===== src/rtl/register_array_pkg.sv =====
// rtl/register_array_pkg.sv - shared types and helpers for the key/payload register-array priority queue
//
// Purpose: operation encoding and the elaboration-time size check used by
// register_array_kv. Entry structs live in the modules that use them because
// their width depends on module parameters.
package register_array_pkg;

  typedef enum logic [2:0] {
    OP_NOP,
    OP_ENQ,
    OP_DEQ,
    OP_REPLACE,
    OP_FLUSH
  } op_e;

  // The two compare-exchange layers pair slots, so the depth must be even.
  function automatic bit is_legal_size(input int n);
    return (n >= 4) && ((n % 2) == 0);
  endfunction

endpackage


===== src/rtl/register_array_cas.sv =====
// rtl/register_array_cas.sv - compare-and-swap cell for {valid, key, data} entries
//
// Purpose: orders two entries by priority. A valid entry beats an invalid
// one; between valid entries the larger key wins (smaller when MIN_FIRST=1).
// Equal keys never swap, so the lower-index entry (i_a) keeps the hi output.
// Ports:
//   i_a, i_b  packed entries {valid, key, data}; i_a is the lower slot index
//   o_hi      higher-priority entry
//   o_lo      lower-priority entry
module register_array_cas #(
  parameter int KEY_WIDTH  = 16,
  parameter int DATA_WIDTH = 16,
  parameter int MIN_FIRST  = 0
) (
  input  logic [KEY_WIDTH+DATA_WIDTH:0] i_a,
  input  logic [KEY_WIDTH+DATA_WIDTH:0] i_b,
  output logic [KEY_WIDTH+DATA_WIDTH:0] o_hi,
  output logic [KEY_WIDTH+DATA_WIDTH:0] o_lo
);

  typedef struct packed {
    logic                  valid;
    logic [KEY_WIDTH-1:0]  key;
    logic [DATA_WIDTH-1:0] data;
  } entry_t;

  entry_t a, b;
  logic   b_wins;

  assign a = entry_t'(i_a);
  assign b = entry_t'(i_b);

  always_comb begin
    b_wins = 1'b0;
    if (b.valid) begin
      if (!a.valid) begin
        b_wins = 1'b1;
      end else if (MIN_FIRST != 0) begin
        b_wins = (b.key < a.key);
      end else begin
        b_wins = (b.key > a.key);
      end
    end
  end

  assign o_hi = b_wins ? i_b : i_a;
  assign o_lo = b_wins ? i_a : i_b;

endmodule


===== src/rtl/register_array_kv.sv =====
// rtl/register_array_kv.sv - register-array priority queue with key, payload and per-slot valid
//
// Purpose: holds up to QUEUE_SIZE {key, payload} entries and keeps the
// best-priority entry in slot 0 after every clock edge. Each cycle the
// post-operation array passes through one even-pair and one odd-pair
// compare-exchange layer before being registered.
// Ports:
//   i_CLK, i_RSTn            clock, asynchronous active-low reset
//   i_flush                  synchronous clear of all slots (wins over enq/deq)
//   i_enq_valid/o_enq_ready  enqueue handshake; i_enq_key/i_enq_data entry
//   i_deq                    pop the head (ignored when empty)
//   o_head_valid/key/data    registered slot 0
//   o_count, o_full, o_empty occupancy
module register_array_kv
  import register_array_pkg::*;
#(
  parameter int QUEUE_SIZE = 8,
  parameter int KEY_WIDTH  = 16,
  parameter int DATA_WIDTH = 16,
  parameter int MIN_FIRST  = 0
) (
  input  logic                          i_CLK,
  input  logic                          i_RSTn,
  input  logic                          i_flush,
  input  logic                          i_enq_valid,
  output logic                          o_enq_ready,
  input  logic [KEY_WIDTH-1:0]          i_enq_key,
  input  logic [DATA_WIDTH-1:0]         i_enq_data,
  input  logic                          i_deq,
  output logic                          o_head_valid,
  output logic [KEY_WIDTH-1:0]          o_head_key,
  output logic [DATA_WIDTH-1:0]         o_head_data,
  output logic [$clog2(QUEUE_SIZE):0]   o_count,
  output logic                          o_full,
  output logic                          o_empty
);

  localparam int CW = $clog2(QUEUE_SIZE) + 1;

  if (!is_legal_size(QUEUE_SIZE)) begin : g_size_check
    $error("register_array_kv: QUEUE_SIZE must be even and >= 4");
  end

  typedef struct packed {
    logic                  valid;
    logic [KEY_WIDTH-1:0]  key;
    logic [DATA_WIDTH-1:0] data;
  } entry_t;

  entry_t        slots_q [QUEUE_SIZE];
  entry_t        slots_d [QUEUE_SIZE];
  entry_t        stage1  [QUEUE_SIZE];
  entry_t        layer_a [QUEUE_SIZE];
  logic [CW-1:0] count_q, count_d;

  op_e  op;
  logic enq_acc, deq_acc;
  int   free_idx;

  assign o_full       = (count_q == CW'(QUEUE_SIZE));
  assign o_empty      = (count_q == '0);
  assign o_count      = count_q;
  // A replace never grows the queue, so a full queue can still accept it.
  assign o_enq_ready  = !o_full || i_deq;
  assign o_head_valid = slots_q[0].valid;
  assign o_head_key   = slots_q[0].key;
  assign o_head_data  = slots_q[0].data;

  assign enq_acc = i_enq_valid && o_enq_ready;
  assign deq_acc = i_deq && !o_empty;

  always_comb begin
    op = OP_NOP;
    if (i_flush)                op = OP_FLUSH;
    else if (enq_acc && deq_acc) op = OP_REPLACE;
    else if (enq_acc)           op = OP_ENQ;
    else if (deq_acc)           op = OP_DEQ;
  end

  // Lowest-index empty slot; an accepted plain enqueue implies one exists.
  always_comb begin
    free_idx = QUEUE_SIZE - 1;
    for (int i = QUEUE_SIZE - 1; i >= 0; i--) begin
      if (!slots_q[i].valid) free_idx = i;
    end
  end

  always_comb begin
    stage1  = slots_q;
    count_d = count_q;
    case (op)
      OP_FLUSH: begin
        for (int i = 0; i < QUEUE_SIZE; i++) stage1[i] = '0;
        count_d = '0;
      end
      OP_REPLACE: begin
        stage1[0] = '{valid: 1'b1, key: i_enq_key, data: i_enq_data};
      end
      OP_ENQ: begin
        // Shift only up to the first hole so entries beyond it stay put.
        for (int i = 1; i < QUEUE_SIZE; i++) begin
          if (i <= free_idx) stage1[i] = slots_q[i-1];
        end
        stage1[0] = '{valid: 1'b1, key: i_enq_key, data: i_enq_data};
        count_d   = count_q + CW'(1);
      end
      OP_DEQ: begin
        stage1[0] = '0;
        count_d   = count_q - CW'(1);
      end
      default: ;
    endcase
  end

  for (genvar p = 0; p < QUEUE_SIZE / 2; p++) begin : g_layer_a
    register_array_cas #(
      .KEY_WIDTH (KEY_WIDTH),
      .DATA_WIDTH(DATA_WIDTH),
      .MIN_FIRST (MIN_FIRST)
    ) u_cas (
      .i_a (stage1[2*p]),
      .i_b (stage1[2*p+1]),
      .o_hi(layer_a[2*p]),
      .o_lo(layer_a[2*p+1])
    );
  end

  for (genvar p = 0; p < QUEUE_SIZE / 2 - 1; p++) begin : g_layer_b
    register_array_cas #(
      .KEY_WIDTH (KEY_WIDTH),
      .DATA_WIDTH(DATA_WIDTH),
      .MIN_FIRST (MIN_FIRST)
    ) u_cas (
      .i_a (layer_a[2*p+1]),
      .i_b (layer_a[2*p+2]),
      .o_hi(slots_d[2*p+1]),
      .o_lo(slots_d[2*p+2])
    );
  end

  assign slots_d[0]            = layer_a[0];
  assign slots_d[QUEUE_SIZE-1] = layer_a[QUEUE_SIZE-1];

  always_ff @(posedge i_CLK or negedge i_RSTn) begin
    if (!i_RSTn) begin
      for (int i = 0; i < QUEUE_SIZE; i++) slots_q[i] <= '0;
      count_q <= '0;
    end else begin
      for (int i = 0; i < QUEUE_SIZE; i++) slots_q[i] <= slots_d[i];
      count_q <= count_d;
    end
  end

endmodule


===== config.mk =====
export PLATFORM = sky130hd
export DESIGN_NAME = register_array_kv
export DESIGN_NICKNAME = d
export VERILOG_FILES = /design/src/rtl/register_array_pkg.sv /design/src/rtl/register_array_cas.sv /design/src/rtl/register_array_kv.sv
export SDC_FILE = /design/constraint.sdc
export NUM_CORES = 1
export LEC_CHECK = 0
export ABC_AREA = 1
export BUFFER_PORTS_ARGS = -buffer_cell sky130_fd_sc_hd__buf_2
export CAP_MARGIN = 20
export CORE_ASPECT_RATIO = 1.2
export CORE_MARGIN = 5
export CORE_UTILIZATION = 65
export CTS_BUF_LIST = sky130_fd_sc_hd__clkbuf_2 sky130_fd_sc_hd__clkbuf_4 sky130_fd_sc_hd__clkbuf_8
export DETAILED_ROUTE_END_ITERATION = 10
export MAX_ROUTING_LAYER = met4
export PLACE_DENSITY = 0.81
export SYNTH_ARGS = -nofsm -noshare
export SYNTH_HDL_FRONTEND = slang
export SYNTH_SLANG_ARGS = --single-unit

===== constraint.sdc =====
create_clock -name i_CLK -period 5.9 [get_ports i_CLK]
set_clock_uncertainty 0.1 [all_clocks]
set_input_delay 1.475 -clock i_CLK [delete_from_list [all_inputs] [get_ports i_CLK]]
set_output_delay 1.475 -clock i_CLK [all_outputs]
set_load 0.01 [all_outputs]

==> qor.csv, run 1 <==
stage,metric,value,unit
floorplan,die_h,201,microns
status,status,did not finish,
logic_synthesis,synth-edff-count,0,
status,haltStage,global routing,
status,first-error,[ERROR GRT-0232] Routing congestion too high. Check the congestion heatmap in the GUI.,
floorplan,ios,77,
logic_synthesis,postSynthAreaPerCell,7.09,sq um
grt,grt_usage,75.3,%
logic_synthesis,yosysSeqAreaShare,34.0,%
place,io_buffers,76,
place,dp_hpwl,46900,microns
cts,clock_path_buffers,3,
grt,grt_max_degree,99,
floorplan,initial_core_util,66.2,%
floorplan,die_w,169,microns
logic_synthesis,synthCells,2779,
logic_synthesis,synth_fp_nets,2928,
timing,worst_endpoint,slots_q[67]$_DFF_PN0_/D,
cts,holdBufCountCts,0,
place,dpl-instance-area,0.0237,sq mm
logic_synthesis,ys_ff_latch,268,
logic_synthesis,synth_ff_type,dfrtp_1,
logic_synthesis,ys_types,53,
logic_synthesis,syn_area,0.0197,sq mm
cts,numClockSinks,268,
logic_synthesis,ys_warn_count,0,
grt,grt-ovfl-total,67,
logic_synthesis,async_reset_ff_share,100,%
floorplan,fp-row-count,69,
cts,htreeDepth,2,
timing,worstEpCategory,register input,
place,gp_congestion,1.02,
cts,cts_buffers,46,
cts,ctsRootBufferMaster,clkbuf_8,
[through the flow]
stage	utilization [%]	cells	TNS [ns]	setup WS [ns]
2_1_floorplan	-	2779	-10.13	-0.138
3_3_place_gp	79.4	3499	-143.54	-0.899
3_5_place_dp	79.4	3499	-172.80	-1.11
4_1_cts	85.5	3612	-1.17	-0.0592
[what timing repair did]
| item | in CTS |
|---|---|
| setup buffers | 23 |
| cloned | 8 |
| resized for setup | 106 |
| endpoints found under the setup margin | 192 |
| pin swaps | 61 |
[cell usage after synthesis (39+ instances only)]
library cell / n / area [sq um]
o22ai_1: 39 / 244
buf_4: 39 / 293
nand2_1: 708 / 2660
inv_1: 256 / 961
nor2_1: 54 / 203
a21oi_1: 62 / 310
o21ai_0: 137 / 686
clkbuf_1: 77 / 289
buf_2: 48 / 240
and2_1: 47 / 294
nand3_1: 548 / 2740
ha_1: 111 / 1390
a22oi_1: 119 / 893
dfrtp_1: 268 / 6710
[metal layers]
metal  track usage, %  overflow
met1             73.9         1
met2             88.4        23
met3             60.4        10
met4             73.6        33
met5                -         -
[kinds of logic after synthesis]
group	synth area share (%)
flops	34.0
xor+xnor	0.0889
buf+inv	10.2
simple gates	32.4
fa+ha+maj	7.15
compound gates	16.1
==> run 2, diff against run 1 <==
- CORE_ASPECT_RATIO: 1.2 -> not set
- CORE_UTILIZATION: 65 -> 40
- CTS_BUF_LIST: sky130_fd_sc_hd__clkbuf_2 sky130_fd_sc_hd__clkbuf_4 sky130_fd_sc_hd__clkbuf_8 -> not set
- MAX_ROUTING_LAYER: met4 -> not set
- PLACE_DENSITY: 0.81 -> not set
- PLACE_DENSITY_LB_ADDON: not set -> 0.15
==> run 2 against run 1 <==
  * The flow now finishes, with violations (setup timing)
  * Synthesized cell count did not move
  * Area after synthesis did not move
==> qor.csv, run 2 <==
stage,metric,value,unit
setup_path,start_kind,input pin,
setup_path,r2r-end,slots_q[78],
logic_synthesis,yosysSeqAreaShare,34.0,%
status,violations,setup timing,
routing,ant_nets,0,
layout,synthToLayoutAreaGrowth,41.7,%
min_path,hp-class,flop to flop,
logic_synthesis,synth_top_area_share,34.0,%
timing,min_period_over_period,105,%
cts,cts_buffers,36,
cts,ctsRootBufferMaster,clkbuf_16,
power_and_ir_drop,p_leak,14.2,nW
cts,clkLatencyLatePin,0.56,ns
cts,clock_path_buffers,3,
power_and_ir_drop,ir_drop,210,uV
layout,multi_input_area,0.0125,sq mm
logic_synthesis,yosys.area_share.simple,32.4,%
logic_synthesis,synth_ff_type,dfrtp_1,
timing,slew_headroom,31.3,%
logic_synthesis,ys_types,53,
layout,antennaDiodeCount,0,
timing,fmax,161,MHz
logic_synthesis,synth-compound-area-share,16.1,%
run,cap_violations,0,
logic_synthesis,syn_area,0.0197,sq mm
grt,grt_pass1_vias,21300,
cts,cts_tree,built,
cts,cts.clk_slew.worst_paths,0.06,ns
timing,setup_slack,-0.315,ns
logic_synthesis,synth_fp_nets,2928,
logic_synthesis,synth_top_family_by_area,simple AND/OR/NAND/NOR gates,
setup_path,cp_slowest_cell,ha_1,
logic_synthesis,async_reset_ff_share,100,%
routing,wl,74200,microns
timing,setup_viol,182,
timing,min_period,6.22,ns
floorplan,fp-row-count,81,
logic_synthesis,synth.most_common_cell,nand2_1,
logic_synthesis,synthMuxAreaShare,0,%
layout,design_area,0.0279,sq mm
layout,nFillCells,4476,
floorplan,die_w,232,microns
routing,avgRoutedWirePerCell,18.8,microns
grt,grt_max_degree,123,
setup_path,critical_path_class,input pin to flop,
cts,numClockSinks,268,
floorplan,die-area,0.0538,sq mm
routing,via_count,21600,
routing,viasPerCell,5.47,
grt,grt_antenna_before_repair,0,
cts,holdBufCountCts,0,
logic_synthesis,synth_area_leader_cell,dfrtp_1,
setup_path,startpoint,i_deq,
place,io_buffers,76,
cts,htreeDepth,2,
layout,nets,3401,
grt,grt_pass1_wl,117000,microns
layout,final_common_cell,nand2_1,
timing,worstMarginPinSlew,1.03,ns
routing,drtPass1Iterations,6,
logic_synthesis,ys_warn_count,0,
setup_path,critPathMaxFanout,14,
logic_synthesis,ys_top_cells_by_count,"nand2_1, nand3_1, dfrtp_1",
layout,final_cell_mix,"nand2_1, buf_4, nand3_1",
routing,drt-initial-drc-count,2023,
timing,finalMaxSlewViolations,0,
place,gp_congestion,0.902,
layout,largest_register,slots_q,
logic_synthesis,postSynthAreaPerCell,7.09,sq um
setup_path,endpoint,slots_q[78],
layout,layout-drive-gt1-share,30.8,%
power_and_ir_drop,power.density,189,mW/mm^2
timing,rsz0062_at_grt,true,
logic_synthesis,synthTopCellsByArea,"dfrtp_1, nand3_1, nand2_1",
grt,grt_usage,26.8,%
setup_path,crit_path_end_kind,flop,
place,dp_hpwl,50700,microns
logic_synthesis,synthCells,2779,
place,dpl-instance-area,0.0242,sq mm
timing,hold_violations,0,
setup_path,reg2reg_from,o_count[1],
floorplan,ios,77,
setup_path,regToRegSetupSlack,0.12,ns
timing,finalSetupTns,-27.80,ns
status,status,"complete, but fails checks",
place,place_ws,-1.04,ns
grt,grt-ovfl-total,0,
logic_synthesis,ys_ff_latch,268,
floorplan,initial_core_util,40.4,%
setup_path,worstPathRequired,6.28,ns
floorplan,die_h,232,microns
layout,regArea,0.00671,sq mm
setup_path,arrival,6.59,ns
setup_path,r2r_cells,45,
routing,drcViolationCount,0,
floorplan,core-area,0.0488,sq mm
logic_synthesis,synthAdderAreaFrac,7.15,%
layout,largest_reg_flops,231,
setup_path,slowest_delay,0.30,ns
logic_synthesis,synth-edff-count,0,
setup_path,cp_common_cell,nand2_1,
logic_synthesis,synth_xor_xnor_area_share,0.0889,%
## run 2: stage by stage
stage	std cells	hold slack, ns	util, %	power, mW
floorplan	2779	0.451	-	2.55
global placement	3800	0.468	49.6	2.98
detailed placement	3800	0.477	49.6	2.99
CTS	3924	0.491	55.9	5.29
global route	3943	0.526	57.2	5.48
finish	3943	0.495	57.2	5.27
## run 2: layout make-up
type | count | share of cell area [%]
Sequential cell | 268 | 24.0
Tap cell | 664 | 2.97
Multi-Input combinational cell | 2038 | 44.8
Clock inverter | 11 | 0.417
Clock buffer | 54 | 3.83
Timing Repair Buffer | 627 | 20.0
Inverter | 281 | 3.96
## run 2: per-layer routing
layer	track usage (%)	part of all wire [%]	up-vias
met4	8.20	2.9	0
met2	42.7	46	752
met5	0	0	-
met3	3.69	5.7	125
met1	38.0	46	10200
li1	-	-	10500
## run 2: what timing repair did
action	CTS	global route
endpoints found under the setup margin	192	192
gates cloned	20	7
setup buffers	43	13
pin swaps	126	20
resized for setup	227	65
## run 2: critical path: cells and delay by family
kind            cells  cell delay [ns]
compound gates      3             0.35
simple gates       23             2.47
buf+inv            17             1.73
fa+ha+maj           2             0.51
## run 2: worst min-delay path by stage
stage                 from           to  slack, ns  cells after the start
6_report       slots_q[42]   slots_q[9]       0.49                      2
5_1_grt        slots_q[44]  slots_q[11]       0.53                      2
4_1_cts        slots_q[46]  slots_q[13]       0.49                      2
3_5_place_dp   slots_q[46]  slots_q[13]       0.48                      2
3_3_place_gp   slots_q[42]   slots_q[9]       0.47                      2
2_1_floorplan  slots_q[33]   slots_q[0]       0.45                      2
## run 2: logic make-up after synthesis
group / after synthesis
flip-flops: 268
XOR/XNOR: 2
AND/OR/NAND/NOR: 1427
buffers and inverters: 474
adder cells (fa/ha/maj): 112
AO/OA/AOI/OAI: 496
## run 2: power breakdown
group	internal (mW)	switching, mW
clock	1.34	0.896
combinational	0.427	0.629
sequential	1.92	0.0592
Power figures use the tool's default switching activity.
==> run 3, diff against run 2 <==
- CAP_MARGIN: 20 -> not set
- CORE_UTILIZATION: 40 -> 62
==> run 3 against run 2 <==
  * Utilization increased by 31 points
  * Total power decreased by 5.2%
  * The flow finishes with violations (DRC, setup timing)
  * Sequential power about the same
  * Global-route usage increased by 10 points
  * Die area decreased by 34%
  * Via count grew 12%
  * Largest power group is now registers
  * Sequential cell count is the same
  * Maximum frequency fell by 4.4%
  * Worst hold slack improved by 0.025 ns
  * Register-to-register slack worse by 0.70 ns
==> qor.csv, run 3 (synthesized netlist as in run 2, its figures left out) <==
stage,metric,value,unit
routing,drt-initial-drc-count,3675,
grt,grt_pass1_wl,108000,microns
timing,worstMarginPinSlew,0.925,ns
setup_path,critical_path_class,input pin to flop,
floorplan,die_h,188,microns
routing,avgRoutedWirePerCell,22.3,microns
floorplan,ios,77,
setup_path,critPathMaxFanout,19,
status,status,"complete, but fails checks",
layout,largest_register,slots_q,
cts,cts_buffers,30,
routing,drtPass1Iterations,11,
timing,min_period,6.50,ns
layout,design_area,0.0277,sq mm
place,dpl-instance-area,0.0238,sq mm
cts,cts.clk_slew.worst_paths,0.06,ns
layout,nFillCells,1561,
setup_path,start_kind,input pin,
run,cap_violations,0,
grt,grt_antenna_before_repair,0,
layout,synthToLayoutAreaGrowth,40.4,%
timing,setup_viol,130,
cts,htreeDepth,1,
place,io_buffers,76,
floorplan,die-area,0.0355,sq mm
cts,cts_tree,built,
setup_path,cp_slowest_cell,ha_1,
place,gp_congestion,0.989,
place,place_ws,-1.11,ns
grt,grt_max_degree,112,
layout,final_cell_mix,"nand2_1, buf_4, nand3_1",
cts,clock_path_buffers,3,
setup_path,slowest_delay,0.34,ns
timing,hold_violations,0,
setup_path,crit_path_end_kind,flop,
layout,fin_cells,3658,
cts,numClockSinks,268,
timing,finalMaxSlewViolations,0,
layout,nets,3385,
min_path,hp-start,slots_q[212],
power_and_ir_drop,ir_drop,290,uV
layout,layout-drive-gt1-share,32.4,%
cts,ctsRootBufferMaster,clkbuf_16,
power_and_ir_drop,p_leak,14.0,nW
min_path,hp-class,flop to flop,
power_and_ir_drop,p_total,4.99,mW
timing,fmax,154,MHz
timing,hold_slack,0.519,ns
place,dp_hpwl,48100,microns
layout,largest_reg_flops,231,
routing,viasPerCell,6.62,
routing,drcViolationCount,6,
timing,rsz0062_at_grt,true,
setup_path,startpoint,i_deq,
grt,grt_usage,36.9,%
power_and_ir_drop,power.density,180,mW/mm^2
timing,setup_slack,-0.599,ns
floorplan,initial_core_util,62.6,%
routing,ant_nets,0,
routing,wl,81600,microns
timing,min_period_over_period,110,%
cts,clkLatencyLatePin,0.61,ns
layout,final_common_cell,nand2_1,
timing,slew_headroom,38.3,%
setup_path,arrival,6.92,ns
layout,antennaDiodeCount,0,
status,violations,"DRC, setup timing",
floorplan,die_w,188,microns
grt,grt_pass1_vias,21200,
setup_path,cp_common_cell,nand2_1,
floorplan,fp-row-count,65,
routing,via_count,24200,
place,place_inst,3529,
setup_path,worstPathRequired,6.33,ns
grt,grt-ovfl-total,0,
setup_path,reg2reg_from,slots_q[65],
floorplan,core-area,0.0315,sq mm
==> run 3: final cells by class <==
type / count / area (sq um) / share of cell area (%)
Sequential cell: 268 / 6710 / 24.2
Tap cell: 402 / 503 / 1.82
Clock buffer: 46 / 911 / 3.29
Multi-Input combinational cell: 2039 / 12900 / 46.7
Timing Repair Buffer: 616 / 5410 / 19.6
Inverter: 281 / 1120 / 4.06
Clock inverter: 6 / 83.8 / 0.303
==> run 3: worst paths after layout <==
kind                              endpoint  slack (ns)  cells after the start
max                           slots_q[124]       -0.60                     40
min                        o_head_data[14]        0.52                      2
max reg2reg                   slots_q[124]       -0.58                     40
min reg2reg                o_head_data[14]        0.52                      2
max in group asynchronous  o_head_data[14]        3.62                      2
min in group asynchronous      slots_q[26]        0.83                      1
==> run 3: timing repair <==
item,CTS,global route
hold buffers,0,0
cloned,8,22
setup buffers,19,28
gates resized for setup,92,290
pin swaps,19,192
endpoints found under the hold margin,0,0
setup endpoints to repair,192,192
==> run 3: metrics by stage <==
step | util [%] | TNS (ns)
global route | 87.9 | -93.71
finish | 87.9 | -54.48
global placement | 75.5 | -147.16
detailed placement | 75.5 | -179.04
CTS | 81.3 | -0.0144
floorplan | - | -10.13
==> run 3: metal layers <==
layer  GRT usage [%]  part of all wire (%)
met1            50.6                    36
met2            59.8                    44
met3            5.97                    13
met4            13.0                   7.2
met5               0                     0
==> run 3: worst max-delay path, delay by kind of cell <==
family	cells	cell delay (ns)
AO/OA/AOI/OAI	6	1.20
adder cells (fa/ha/maj)	2	0.55
buffers and inverters	10	1.35
AND/OR/NAND/NOR	22	2.31
==> run 3: power by group <==
| group | switching, mW | internal (mW) | leakage [nW] |
|---|---|---|---|
| registers | 0.0764 | 1.91 | 3.71 |
| logic | 0.641 | 0.430 | 9.81 |
| clock network | 0.834 | 1.10 | 0.490 |
